`src/rtl/aes_cipher_arbiter_pkg.sv`:
```
// rtl/aes_cipher_arbiter_pkg.sv - shared types for the two-requester AES cipher arbiter
//
// Holds the arbiter state encoding, the key-length encoding presented to the
// cipher core, and a small helper that turns a requester index into a one-hot grant.

package aes_cipher_arbiter_pkg;

    typedef enum logic [1:0] {
        ST_IDLE     = 2'd0,
        ST_KEY_SWAP = 2'd1,
        ST_SEND     = 2'd2,
        ST_RECV     = 2'd3
    } arb_state_e;

    typedef enum logic [1:0] {
        KEYLEN_128 = 2'b00,
        KEYLEN_192 = 2'b01,
        KEYLEN_256 = 2'b10
    } key_len_e;

    function automatic logic [1:0] req_onehot(input logic idx);
        return idx ? 2'b10 : 2'b01;
    endfunction

endpackage

```
`src/rtl/aes_rr_arbiter2.sv`:
```
// rtl/aes_rr_arbiter2.sv - two-way round-robin grant decision
//
// Ports:
//   req_i   [1:0]  request vector (bit N = requester N)
//   last_i         index of the requester granted most recently
//   grant_o [1:0]  one-hot grant, 00 when nothing is requested

module aes_rr_arbiter2
    import aes_cipher_arbiter_pkg::*;
(
    input  logic [1:0] req_i,
    input  logic       last_i,
    output logic [1:0] grant_o
);

    always_comb begin
        grant_o = 2'b00;
        case (req_i)
            2'b01:   grant_o = 2'b01;
            2'b10:   grant_o = 2'b10;
            // On a tie the requester that did not go last wins.
            2'b11:   grant_o = req_onehot(~last_i);
            default: grant_o = 2'b00;
        endcase
    end

endmodule

```
`src/rtl/aes_cipher_arbiter.sv`:
```
// rtl/aes_cipher_arbiter.sv - shares one AES cipher core between two block requesters
//
// Optional feature macro: AES_ARB_STATS_EN (per-requester completed-block counters).
//
// Ports:
//   Clk, Rst, En                  clock, sync active-high reset, enable (low = reset)
//   ReqKeyN / ReqKeyLenN          requester key (top-aligned) and length code
//   ReqKeyUpdateN                 pulse that latches the requester key
//   sN_axis_*                     128-bit plaintext block input per requester
//   mN_axis_*                     ciphertext byte stream output per requester
//   CipherKey / CipherKeyLen      key of the current owner, to the cipher core
//   CipherKeyUpdate / ...LenUpdate one-cycle load pulses to the cipher core
//   cipher_s_axis_*               block to the cipher core
//   cipher_m_axis_*               byte stream from the cipher core
//   Grant                         one-hot current owner, 00 when idle
//   BlockCnt0 / BlockCnt1         completed blocks per requester

module aes_cipher_arbiter
    import aes_cipher_arbiter_pkg::*;
#(
    parameter int STATS_W = 32
) (
    input  logic               Clk,
    input  logic               Rst,
    input  logic               En,
    input  logic [255:0]       ReqKey0,
    input  logic [255:0]       ReqKey1,
    input  logic [1:0]         ReqKeyLen0,
    input  logic [1:0]         ReqKeyLen1,
    input  logic               ReqKeyUpdate0,
    input  logic               ReqKeyUpdate1,
    input  logic [127:0]       s0_axis_tdata,
    input  logic               s0_axis_tvalid,
    output logic               s0_axis_tready,
    input  logic [127:0]       s1_axis_tdata,
    input  logic               s1_axis_tvalid,
    output logic               s1_axis_tready,
    output logic [7:0]         m0_axis_tdata,
    output logic               m0_axis_tvalid,
    input  logic               m0_axis_tready,
    output logic               m0_axis_tlast,
    output logic               m0_axis_tkeep,
    output logic [7:0]         m1_axis_tdata,
    output logic               m1_axis_tvalid,
    input  logic               m1_axis_tready,
    output logic               m1_axis_tlast,
    output logic               m1_axis_tkeep,
    output logic [255:0]       CipherKey,
    output logic [1:0]         CipherKeyLen,
    output logic               CipherKeyUpdate,
    output logic               CipherKeyLenUpdate,
    output logic [127:0]       cipher_s_axis_tdata,
    output logic               cipher_s_axis_tvalid,
    input  logic               cipher_s_axis_tready,
    input  logic [7:0]         cipher_m_axis_tdata,
    input  logic               cipher_m_axis_tvalid,
    output logic               cipher_m_axis_tready,
    input  logic               cipher_m_axis_tlast,
    output logic [1:0]         Grant,
    output logic [STATS_W-1:0] BlockCnt0,
    output logic [STATS_W-1:0] BlockCnt1
);

    logic blk_rst;
    assign blk_rst = Rst | ~En;

    arb_state_e   state_q, state_d;
    logic [1:0]   grant_q, grant_d;
    logic         last_q, last_d;
    logic         owner_q, owner_d;
    logic         owner_valid_q, owner_valid_d;
    logic [1:0]   dirty_q, dirty_d;
    logic [1:0]   dirty_clr;
    logic [255:0] key0_q, key1_q;
    logic [1:0]   keylen0_q, keylen1_q;

    logic [1:0]   arb_grant;
    logic         arb_sel;
    logic         sel;
    logic         m_last_hs;

    aes_rr_arbiter2 u_rr (
        .req_i   ({s1_axis_tvalid, s0_axis_tvalid}),
        .last_i  (last_q),
        .grant_o (arb_grant)
    );

    assign arb_sel   = arb_grant[1];
    assign sel       = grant_q[1];
    assign m_last_hs = (state_q == ST_RECV) && cipher_m_axis_tvalid
                       && cipher_m_axis_tready && cipher_m_axis_tlast;

    always_comb begin
        state_d       = state_q;
        grant_d       = grant_q;
        last_d        = last_q;
        owner_d       = owner_q;
        owner_valid_d = owner_valid_q;
        dirty_clr     = 2'b00;
        case (state_q)
            ST_IDLE: begin
                if (arb_grant != 2'b00) begin
                    grant_d = arb_grant;
                    if ((arb_sel != owner_q) || !owner_valid_q || dirty_q[arb_sel]) begin
                        state_d = ST_KEY_SWAP;
                        // Owner moves on entry to KEY_SWAP so that CipherKey already
                        // shows the new owner's key while the load pulse is high.
                        owner_d = arb_sel;
                    end else begin
                        state_d = ST_SEND;
                    end
                end
            end
            ST_KEY_SWAP: begin
                owner_valid_d = 1'b1;
                dirty_clr     = grant_q;
                state_d       = ST_SEND;
            end
            ST_SEND: begin
                if (cipher_s_axis_tready) begin
                    state_d = ST_RECV;
                end
            end
            ST_RECV: begin
                if (m_last_hs) begin
                    state_d = ST_IDLE;
                    grant_d = 2'b00;
                    last_d  = sel;
                end
            end
            default: state_d = ST_IDLE;
        endcase
        // A key latched in the same cycle as the swap keeps the requester dirty.
        dirty_d = (dirty_q & ~dirty_clr) | {ReqKeyUpdate1, ReqKeyUpdate0};
    end

    always_ff @(posedge Clk) begin
        if (blk_rst) begin
            state_q       <= ST_IDLE;
            grant_q       <= 2'b00;
            last_q        <= 1'b1;
            owner_q       <= 1'b0;
            owner_valid_q <= 1'b0;
            dirty_q       <= 2'b00;
            key0_q        <= '0;
            key1_q        <= '0;
            keylen0_q     <= KEYLEN_128;
            keylen1_q     <= KEYLEN_128;
        end else begin
            state_q       <= state_d;
            grant_q       <= grant_d;
            last_q        <= last_d;
            owner_q       <= owner_d;
            owner_valid_q <= owner_valid_d;
            dirty_q       <= dirty_d;
            if (ReqKeyUpdate0) begin
                key0_q    <= ReqKey0;
                keylen0_q <= ReqKeyLen0;
            end
            if (ReqKeyUpdate1) begin
                key1_q    <= ReqKey1;
                keylen1_q <= ReqKeyLen1;
            end
        end
    end

    always_comb begin
        CipherKey            = owner_q ? key1_q : key0_q;
        CipherKeyLen         = owner_q ? keylen1_q : keylen0_q;
        CipherKeyUpdate      = 1'b0;
        CipherKeyLenUpdate   = 1'b0;
        cipher_s_axis_tdata  = '0;
        cipher_s_axis_tvalid = 1'b0;
        cipher_m_axis_tready = 1'b0;
        s0_axis_tready       = 1'b0;
        s1_axis_tready       = 1'b0;
        m0_axis_tdata        = '0;
        m0_axis_tvalid       = 1'b0;
        m0_axis_tlast        = 1'b0;
        m0_axis_tkeep        = 1'b0;
        m1_axis_tdata        = '0;
        m1_axis_tvalid       = 1'b0;
        m1_axis_tlast        = 1'b0;
        m1_axis_tkeep        = 1'b0;
        case (state_q)
            ST_KEY_SWAP: begin
                CipherKeyUpdate    = 1'b1;
                CipherKeyLenUpdate = 1'b1;
            end
            ST_SEND: begin
                cipher_s_axis_tvalid = 1'b1;
                cipher_s_axis_tdata  = sel ? s1_axis_tdata : s0_axis_tdata;
                s0_axis_tready       = ~sel & cipher_s_axis_tready;
                s1_axis_tready       = sel & cipher_s_axis_tready;
            end
            ST_RECV: begin
                cipher_m_axis_tready = sel ? m1_axis_tready : m0_axis_tready;
                if (sel) begin
                    m1_axis_tdata  = cipher_m_axis_tdata;
                    m1_axis_tvalid = cipher_m_axis_tvalid;
                    m1_axis_tlast  = cipher_m_axis_tlast;
                    m1_axis_tkeep  = 1'b1;
                end else begin
                    m0_axis_tdata  = cipher_m_axis_tdata;
                    m0_axis_tvalid = cipher_m_axis_tvalid;
                    m0_axis_tlast  = cipher_m_axis_tlast;
                    m0_axis_tkeep  = 1'b1;
                end
            end
            default: ;
        endcase
    end

    assign Grant = grant_q;

`ifdef AES_ARB_STATS_EN
    logic [STATS_W-1:0] cnt0_q, cnt1_q;

    always_ff @(posedge Clk) begin
        if (blk_rst) begin
            cnt0_q <= '0;
            cnt1_q <= '0;
        end else if (m_last_hs) begin
            if (sel) begin
                cnt1_q <= cnt1_q + STATS_W'(1);
            end else begin
                cnt0_q <= cnt0_q + STATS_W'(1);
            end
        end
    end

    assign BlockCnt0 = cnt0_q;
    assign BlockCnt1 = cnt1_q;
`else
    assign BlockCnt0 = '0;
    assign BlockCnt1 = '0;
`endif

endmodule

```
`config.mk`:
```
export PLATFORM = sky130hd
export DESIGN_NAME = aes_cipher_arbiter
export DESIGN_NICKNAME = d
export VERILOG_FILES = /design/src/rtl/aes_cipher_arbiter_pkg.sv /design/src/rtl/aes_rr_arbiter2.sv /design/src/rtl/aes_cipher_arbiter.sv
export SDC_FILE = /design/constraint.sdc
export NUM_CORES = 1
export LEC_CHECK = 0
export CORE_AREA = 8 8 493 495
export DETAILED_ROUTE_END_ITERATION = 6
export DIE_AREA = 0 0 501 503
export PLACE_DENSITY = 0.3
export SYNTH_ARGS = -nofsm -noshare
export SYNTH_HDL_FRONTEND = slang
export SYNTH_SLANG_ARGS = --single-unit
```
`constraint.sdc`:
```
create_clock -name Clk -period 1.7 [get_ports Clk]
set_clock_uncertainty 0.1 [all_clocks]
set_input_delay 0.255 -clock Clk [delete_from_list [all_inputs] [get_ports Clk]]
set_output_delay 0.255 -clock Clk [all_outputs]
set_load 0.02 [all_outputs]
```
==> summary.txt <==
Floorplan
  – IO Count: 1272
  – Core area: 235000 µm²
  – Initial Utilization: 10.4%
  – Die height: 503 µm
  – Die ar.: 252000 µm²
  – # rows: 178
  – Die W: 501 µm

Drt
  – Post-DRT Antenna Nets: 0
  – Via count: 24200
  – Avg WL per Cell: 23.9 µm
  – 1st-pass router iterations: 5
  – Vias/cell: 3.25
  – # DRC: 0
  – WL final: 178000 µm
  – Initial DRC Count: 806

CTS
  – CTS Buf Count: 78
  – CTS Buffer Depth: 3
  – CTS tree: built
  – Clock sinks: 525
  – H-tree levels: 3
  – Clk slew on worst S/H paths: 60 ps
  – CTS root buffer: clkbuf_16
  – Clock latency on the worst-skew pair: 700 ps

Power and ir drop
  – Pwr Density: 714 nW/µm²
  – Leak pwr: 21.6 nW
  – Tot Pwr: 37.5 mW
  – Gate power share: 21.5%
  – Flop pwr share: 34.6%
  – Net Sw Frac: 27.9%
  – Internal power: 27.1 mW
  – Peak supply drop: 0.625 mV
  – Psw: 10.5 mW
  – Clk pwr share: 43.9%

Setup path
  – Critical-path top delay cell: dfxtp_4
  – R2R cell count: 8
  – Reg-to-Reg Start: owner_q
  – Arr. time, crit path: 2230 ps
  – CP Launch Type: flop
  – Worst path most repeated cell: buf_12
  – CP max stage delay: 400 ps
  – R2R Path End: owner_q
  – Worst-path cell chain: buf_12 > buf_12 > buf_12 > mux2i_4 > buf_6 > nor2b_4 > buf_6
  – Worst setup path class: flop to primary output
  – Crit path max fanout: 5
  – Flop2flop setup slack: -440 ps
  – Crit end category: primary output
  – CP required: 1340 ps

Synth
  – Syn Inst Count: 2390
  – Yosys warnings: 0
  – Most frequent cell after synthesis: mux2i_1
  – Synth Register Bits: 525
  – Distinct cells, synth: 29
  – Post-synth top cells: mux2i_1, nor2_1, dfxtp_1, mux2_2, nor2b_1
  – Cell Area, Synth: 24300 µm²
  – Register area share after synthesis: 43.2%
  – Main flop type after synthesis: dfxtp_1
  – Post-synth EDFFs: 0
  – Async SR Flop Fraction: 0%
  – Syn Area/Cell: 10.2 µm²
  – Leading area contributor after synthesis: dfxtp_1
  – Share of the synthesized area in the top cell type: 43.2%
  – Top cells by area, synth: dfxtp_1, mux2i_1, mux2_2

Global route
  – Pin count of the biggest net entering global routing: 52
  – Aggregate global-route resource usage: 13.1%
  – Global routing's busiest layer: met2
  – GR Util met1: 13.9%
  – Initial antenna violation count: 90
  – Total gr overflow: 0
  – First-pass GRT wire length: 228000 µm
  – Met2 GRT Util: 23.7%
  – Number of global-route vias before repair: 25600
  – Met3 Use GR: 4.64%

Run status
  – Status: complete, but fails checks
  – Failing checks: negative setup slack

Timing
  – Min Tclk post-route: 2580 ps
  – Final setup fails: 422
  – Fmax: 388 MHz
  – Unrepaired setup endpoints after global routing: yes
  – Post-route worst setup slack: -880 ps
  – Final Hold Fails: 0
  – Max-slew headroom: 58.7%
  – Worst-Margin Slew: 615 ps
  – Final Cycle Share: 152%
  – Final Slew Violations: 0

Layout
  – Fin util: 22.4%
  – Final net count: 5000
  – Share of layout cells above drive strength 1: 32.8%
  – Area grow syn2layout: 116%
  – Fin cells: 7447
  – Post-route cell area: 52600 µm²

Place
  – Gp weighted congestion: 0.797
  – Post-DP Area: 42600 µm²
  – Setup WS pre-CTS: -892 ps
  – Placed Cells: 6839
  – Detail Placement HPWL: 143000 µm
  – IO Port Bufs: 1207

Hold path
  – Hold_sp: ReqKey1[225]
  – WHS Path Cells: 3
  – Worst min path class: primary input to flop
  – Worst Hold End: key1_q[225]

Flow run
  – Maxcap violations: 0
worst max-delay path, delay by kind of cell (launching register included):
kind | cells | cell delay [ps]
and+or+nand+nor | 1 | 40
buffers and inverters | 5 | 710
muxes | 1 | 360
DFF | 1 | 400
timing repair:
action	4_1_cts	5_1_grt
endpoints found under the hold margin	303	0
gates resized for setup	1407	865
buffers inserted	68	98
cloned	17	9
endpoints found under the setup margin	422	422
hold buffers	292	0
pin swaps	4	4
state kept, by name, summed over array words and instances (netlist names):
register,count
key0_q,256
key1_q,256
Grant,2
dirty_q,2
keylen0_q,2
keylen1_q,2
state_q,2
last_q,1
owner_q,1
owner_valid_q,1
layout by cell type (no fill, tap or decap), types with 5 or more instances in the layout:
master / synthesis / layout
clkbuf_1: 81 / 22
mux2i_1: 646 / 559
buf_12: 0 / 128
clkinv_2: 0 / 5
and2_4: 0 / 5
clkdlybuf4s50_1: 0 / 789
buf_6: 0 / 332
conb_1: 1 / 64
mux2_2: 259 / 83
and3_1: 11 / 8
diode_2: 0 / 39
clkbuf_16: 0 / 87
a21oi_1: 8 / 8
nor2b_4: 0 / 57
dfxtp_1: 525 / 521
nor2b_1: 130 / 13
clkbuf_8: 0 / 15
clkbuf_2: 0 / 32
dlygate4sd2_1: 0 / 32
dlygate4sd3_1: 0 / 292
buf_16: 0 / 16
mux2_4: 0 / 176
and2_1: 11 / 6
mux2i_4: 0 / 59
buf_8: 0 / 37
nor2_1: 526 / 524
buf_2: 89 / 32
mux2i_2: 0 / 28
buf_4: 65 / 210
nor2b_2: 0 / 60
power by group through the flow:
stage | combinational, mW | clock, mW | sequential [mW]
2_1_floorplan | 2.68 | 0 | 13.1
3_3_place_gp | 6.64 | 0 | 13.3
3_5_place_dp | 6.65 | 0 | 13.2
4_1_cts | 7.80 | 17.4 | 13.0
5_1_grt | 8.57 | 17.8 | 13.0
6_report | 8.09 | 16.5 | 13.0
metal layers:
| metal | wire (µm) | share of wire, % |
|---|---|---|
| met2 | 91100 | 51 |
| met1 | 66700 | 37 |
| met3 | 13800 | 7.7 |
| met4 | 6350 | 3.6 |
| met5 | 164 | 0.092 |
how the worst max path moves through the flow:
stage                        start  slack [ps]                       end
after floorplan            owner_q         -40            CipherKey[100]
after global placement    Grant[1]        -920   cipher_s_axis_tdata[66]
after detailed placement  Grant[1]        -890   cipher_s_axis_tdata[66]
after CTS                  owner_q       -1070            CipherKey[226]
after global routing       owner_q       -1000            CipherKey[187]
final                     Grant[1]        -880  cipher_s_axis_tdata[126]
logic make-up (layout without fill, tap and decap cells):
group                      count (synthesis)  after routing  share of synthesized area (%)
AOI/OAI and AO/OA                         21             21                          0.555
adders and majority gates                  5              5                          0.257
buffers and inverters                    247           2052                           5.27
DFF                                      525            525                           43.2
muxes                                    905            905                           38.5
other                                      1            103                         0.0154
and+or+nand+nor                          686            686                           12.2
through the flow:
step | hold slack, ps | setup TNS [ps]
after global routing | 32.9 | -368940
after CTS | 0.0135 | -392770
after global placement | 368 | -232970
after floorplan | 302 | -8950
after detailed placement | 377 | -226070
final | 103 | -310070
final cells by class:
type,instances,area [µm²]
fillers,25600,182000
repair buffers,1912,20500
multi-input cells,1681,14900
flip-flops and latches,525,10500
well taps,3150,3940
clock buffers,115,2240
clock inverters,20,298
diodes,39,97.6
inverters,5,21.3
Note: power is estimated with default switching activity, not from simulation.
==> RTL edit 1: new RTL, config.mk and constraints unchanged <==
The parameter `STATS_W` goes from 32 to 16.
--- a/src/rtl/aes_cipher_arbiter.sv
+++ b/src/rtl/aes_cipher_arbiter.sv
@@ -20,3 +20,3 @@
 #(
-    parameter int STATS_W = 32
+    parameter int STATS_W = 16
 ) (
Ports: changed (resized BlockCnt0 and BlockCnt1); port bits go from 1272 to 1240. The function was not compared with the original's and may differ.
==> RTL edit 1 against the unedited design <==
- the flow still finishes with violations (negative setup slack)
- worst setup slack worse by 0.080 ns
- power up 2.2%
- synthesized area down 0.99%
- first-iteration DRC count down 5.6%
- die area unchanged
- sequential cell count unchanged
- sequential power about the same
- cell count down 0.38%
- clock power up 7%
- critical path depth down 3
- wire length down 3.1%
- design area down 3.2%
- largest cell class unchanged
- largest power group unchanged
==> RTL edit 1: results (changes against the unedited design) <==
[placement]
gp_congestion=0.773  ; -3.1%
hpwl_um=139000  ; -2.5%
io_buffers=1207  ; unchanged
place_area_um2=42100  ; -1.0%

[route]
first_iter_violations=761  ; -5.6%
firstDrtPassIters=4  ; -1
routed-wl-met2_um=91200  ; +0.17%
routed-wl-met3_um=11700  ; -15%
routed_wl_um=173000  ; -3.1%
via_count=24033  ; -0.82%
wl_met1_um=66300  ; -0.60%
top_layer=met5

[yosys]
ys_top_cells_by_area=dfxtp_1 (44%), mux2i_1 (27%), mux2_2 (12%)
ys_seq_area_frac=0.436  ; +0.00430
async_flop_share=0  ; unchanged
synth_top_cells_by_count=mux2i_1 (646), nor2_1 (526), dfxtp_1 (525)
ys_warn_count=0  ; unchanged
synth_cell_types=29  ; unchanged

[clocking]
cts_buffer_depth=3  ; unchanged
root_buffer=clkbuf_16
insertion_delay_ns=0.70  ; about the same
htree_levels=3  ; unchanged
path_clk_slew_ns=0.05
cts_buffers=81  ; +3.8%

[global_route]
antenna_found_initial=71  ; -21%
grtUsageTotal=0.129  ; -0.00190
grt_start_max_net_pins=42  ; -19%
grt_pass1_wl_um=227000  ; -0.54%
grt_pass1_vias=25691  ; +0.43%

[pwr]
peakVddDrop_mv=0.650  ; +4.1%
p_leak_nw=21.3  ; -1.7%

[outcome]
violations=negative setup slack
status=finished, violations left

[cells_and_area]
drive_gt1_frac=0.267  ; -0.0603
fin_nets=4976  ; -0.48%
top_regs=key0_q (256), key1_q (256)

[min_path]
hold_class=in2reg

[sta]
finalWorstSetupSlack_ns=-0.960  ; -0.0802 ns
setup_viol=420  ; -0.47%
fin_tns_setup_ns=-332.07  ; -22.00 ns
hold_viol_final=0  ; unchanged

[worst_setup_path]
max_stage_delay_ns=0.39
path_max_fanout=17  ; +12
crit_family=buffers and inverters
crit_arrival_ns=2.31  ; +0.08 ns
crit_slowest_cell=dfxtp_4

## RTL edit 1: changes by cell type after synthesis
cell,unedited run,this run
buf_4,65,33
## RTL edit 1: timing repair
item                       4_1_cts  5_1_grt
pin swaps                        3        0
hold endpoints to repair       431        0
hold buffers                   423        0
setup buffers                   44       28
gates resized for setup        864      301
cloned                          10        5
setup endpoints to repair      421      421
## RTL edit 1: worst min-delay path: stages
cell             delay, ns
clkdlybuf4s50_1       0.46
mux2i_1               0.06
nor2_1                0.07
## RTL edit 1: path summary, 6_finish.rpt
check               startpoint              to  slack [ns]  cells past startpoint
hold / removal    ReqKey0[207]     key0_q[207]        0.10                      3
setup reg to reg      Grant[1]      state_q[0]       -0.54                      8
hold reg to reg    key1_q[185]     key1_q[185]        0.39                      2
setup / recovery       owner_q  CipherKey[147]       -0.96                      4
## RTL edit 1: cell families after synthesis
kind of cell               share of synthesized area
adders and majority gates                    0.00260
and+or+nand+nor                                0.123
muxes                                          0.389
other                                       0.000156
DFF                                            0.436
AOI/OAI and AO/OA                            0.00561
buffers and inverters                         0.0432
## RTL edit 1: cell type report
type / count / area [um2]
fill: 25745 / 184000
timing repair buffer: 1917 / 19700
multi-input combinational: 1649 / 13900
sequential: 525 / 10500
tap: 3150 / 3940
clock buffer: 121 / 2380
clock inverter: 29 / 388
antenna: 23 / 57.6
inverter: 5 / 21.3
## RTL edit 1: metal layers
metal / vias up / track usage
li1: 11661 / -
met1: 11272 / 0.141
met2: 853 / 0.244
met3: 225 / 0.0394
met4: 22 / 0.0255
met5: - / 0
## RTL edit 1: through the flow
| step | instances | setup slack [ns] | hold WS [ns] |
|---|---|---|---|
| 3_3_place_gp | 6755 | -0.781 | 0.366 |
| 3_5_place_dp | 6755 | -0.764 | 0.378 |
| 6_report | 7419 | -0.960 | 0.102 |
| 4_1_cts | 7369 | -1.11 | 0.0000268 |
| 2_1_floorplan | 2389 | -0.0425 | 0.302 |
| 5_1_grt | 7415 | -1.08 | 0.0274 |
## RTL edit 1: report_power, final
group / internal (mW) / leakage, nW / switching (mW)
registers: 12.7 / 4.28 / 0.230
logic: 4.47 / 15.6 / 3.27
clock network: 10.5 / 1.35 / 7.17
total: 27.7 / 21.3 / 10.7
==> RTL edit 2: new RTL, config.mk and constraints unchanged <==
Without the edit above. Register the input `ReqKey1` before use, with the module's reset. The logic sees it one clock later. The other inputs are not delayed to match.
--- a/src/rtl/aes_cipher_arbiter.sv
+++ b/src/rtl/aes_cipher_arbiter.sv
@@ -63,2 +63,12 @@
 
+    logic [255:0] ReqKey1_q;
+
+    always_ff @(posedge Clk) begin
+        if (blk_rst) begin
+            ReqKey1_q <= '0;
+        end else begin
+            ReqKey1_q <= ReqKey1;
+        end
+    end
+
     logic blk_rst;
@@ -160,3 +170,3 @@
             if (ReqKeyUpdate1) begin
-                key1_q    <= ReqKey1;
+                key1_q    <= ReqKey1_q;
                 keylen1_q <= ReqKeyLen1;
Check against the original RTL: not equivalent (a bounded check fails within 4 cycles, from zero or initial values).
==> RTL edit 2 against the unedited design <==
- the run still ends with negative setup slack left
- via count increased by 16%
- synthesized cell count increased by 23%
- register-to-register slack got worse by 0.29 ns
- hold slack got worse by 0.017 ns
- non-clock buffer count increased by 173
- sequential cell count increased by 256
- power increased by 35%
- wire length increased by 10%
- global-route usage increased by 1.3 points
- synthesized area increased by 28%
- design area increased by 15%
- cell count increased by 10%
- worst setup slack got worse by 0.13 ns
- critical endpoint is now cipher_s_axis_tdata[3]
==> RTL edit 2: results (changes against the unedited design) <==
[worst_setup_path]
crit_arrival_ns=2.36  ; +0.13 ns
max_stage_delay_ns=0.42  ; +0.02 ns
crit_slowest_cell=dfxtp_4
r2r_slack_ns=-0.73  ; -0.29 ns
crit_family=buffers and inverters
path_max_fanout=5  ; unchanged

[clocking]
cts_buffer_depth=3  ; unchanged
insertion_delay_ns=0.74  ; +0.04 ns
root_buffer=clkbuf_16
htree_levels=3  ; unchanged
path_clk_slew_ns=0.06  ; about the same
cts_buffers=105  ; +35%

[outcome]
status=finished, violations left
violations=negative setup slack

[placement]
io_buffers=1207  ; unchanged
place_inst=7342  ; +7.4%
hpwl_um=156000  ; +9.3%
place_area_um2=49100  ; +15%
gp_congestion=0.773  ; -3.0%
dp_slack_ns=-0.812  ; +0.0797 ns

[pwr]
peakVddDrop_mv=0.750  ; +20%
p_leak_nw=25.5  ; +18%
sw_frac_of_total=0.257  ; -0.0222

[cells_and_area]
fillCellCount=25215  ; -1.5%
drive_gt1_frac=0.252  ; -0.0756
fin_nets=5712  ; +14%
top_regs=ReqKey1_q (256), key0_q (256), key1_q (256)

[sta]
setup_viol=421  ; -0.24%
fin_tns_setup_ns=-330.33  ; -20.26 ns
worst_pin_slew_ns=0.664  ; +0.0486 ns
finalWorstSetupSlack_ns=-1.01  ; -0.134 ns

[yosys]
ys_seq_area_frac=0.501  ; +0.0695
ys_warn_count=0  ; unchanged
synth_cell_types=32  ; +10%
synth_area_per_cell_um2=10.6  ; +4.5%
ys_top_cells_by_area=dfxtp_1 (50%), mux2i_1 (21%), mux2_1 (7.5%)
synth_top_cells_by_count=dfxtp_1 (781), mux2i_1 (646), nor2_1 (526)
async_flop_share=0  ; unchanged

[min_path]
hold_class=in2reg

[route]
routed_wl_um=196000  ; +10%
via_count=28194  ; +16%
drc=0  ; unchanged
firstDrtPassIters=5  ; unchanged
first_iter_violations=985  ; +22%
drtAntennaViolNets=0  ; unchanged
avgRoutedWirePerCell_um=23.9  ; about the same

[global_route]
grt_start_max_net_pins=45  ; -13%
grt_pass1_wl_um=254000  ; +11%
grtUsageTotal=0.143  ; +0.0126
grt_pass1_vias=29518  ; +15%
antenna_found_initial=110  ; +22%

==> RTL edit 2: changes by cell type in the layout (fill, tap and decap cells not counted), moves of 36 or more <==
cell and delta:
buf_12 -36, mux2_2 -41, mux2_4 -83, clkbuf_16 +38
dlygate4sd3_1 +186, and2_1 +254, dfxtp_1 +256, buf_4 +119
buf_6 -130, mux2_1 +124
==> RTL edit 2: stage by stage <==
| stage | util | total power [mW] | hold slack, ns |
|---|---|---|---|
| 2_1_floorplan | - | 22.0 | 0.277 |
| 3_3_place_gp | 0.209 | 26.1 | 0.342 |
| 3_5_place_dp | 0.209 | 26.1 | 0.352 |
| 4_1_cts | 0.248 | 51.4 | 0.000307 |
| 5_1_grt | 0.259 | 52.9 | 0.0244 |
| 6_report | 0.259 | 50.5 | 0.0864 |
==> RTL edit 2: cell families (layout without fill, tap and decap cells) <==
family | count (synthesis) | count (layout) | share of synthesized area
other | 1 | 110 | 0.000120
and+or+nand+nor | 943 | 943 | 0.147
AOI/OAI and AO/OA | 20 | 20 | 0.00433
buffers and inverters | 276 | 2281 | 0.0450
adders and majority gates | 5 | 5 | 0.00201
muxes | 905 | 905 | 0.301
DFF | 781 | 781 | 0.501
==> RTL edit 2: path summary, 6_finish.rpt <==
kind	cells after the start	endpoint	start
min	2	ReqKey1_q[9]	ReqKey1[9]
min reg2reg	2	key1_q[46]	ReqKey1_q[46]
max reg2reg	9	state_q[1]	Grant[1]
max	8	cipher_s_axis_tdata[3]	Grant[1]
==> RTL edit 2: power by group through the flow <==
stage,registers (mW),clock network [mW],logic [mW]
2_1_floorplan,19.4,0,2.62
3_3_place_gp,19.5,0,6.58
3_5_place_dp,19.5,0,6.59
4_1_cts,19.1,24.4,7.89
5_1_grt,19.1,25.0,8.71
6_report,19.1,23.2,8.20
==> RTL edit 2: per-layer routing <==
metal	global-route usage	routed length, um	vias to the layer above
li1	-	-	13668
met3	0.0372	11300	297
met4	0.0464	5740	36
met2	0.270	103000	936
met1	0.155	75100	13257
met5	0	237	-
==> RTL edit 2: final cells by class <==
| type | instances | area, um2 | area share |
|---|---|---|---|
| tap | 3150 | 3940 | 0.0649 |
| inverter | 5 | 18.8 | 0.000309 |
| multi-input combinational | 1937 | 15900 | 0.262 |
| timing repair buffer | 2085 | 21400 | 0.353 |
| clock inverter | 26 | 490 | 0.00808 |
| sequential | 781 | 15600 | 0.258 |
| antenna | 46 | 115 | 0.00190 |
| clock buffer | 165 | 3120 | 0.0515 |
==> RTL edit 2: repair_timing <==
action,CTS,global route
pin swaps,1,5
cloned,5,22
endpoints found under the setup margin,422,422
hold buffers,478,0
hold endpoints to repair,521,0
gates resized for setup,319,1327
setup buffers,26,102
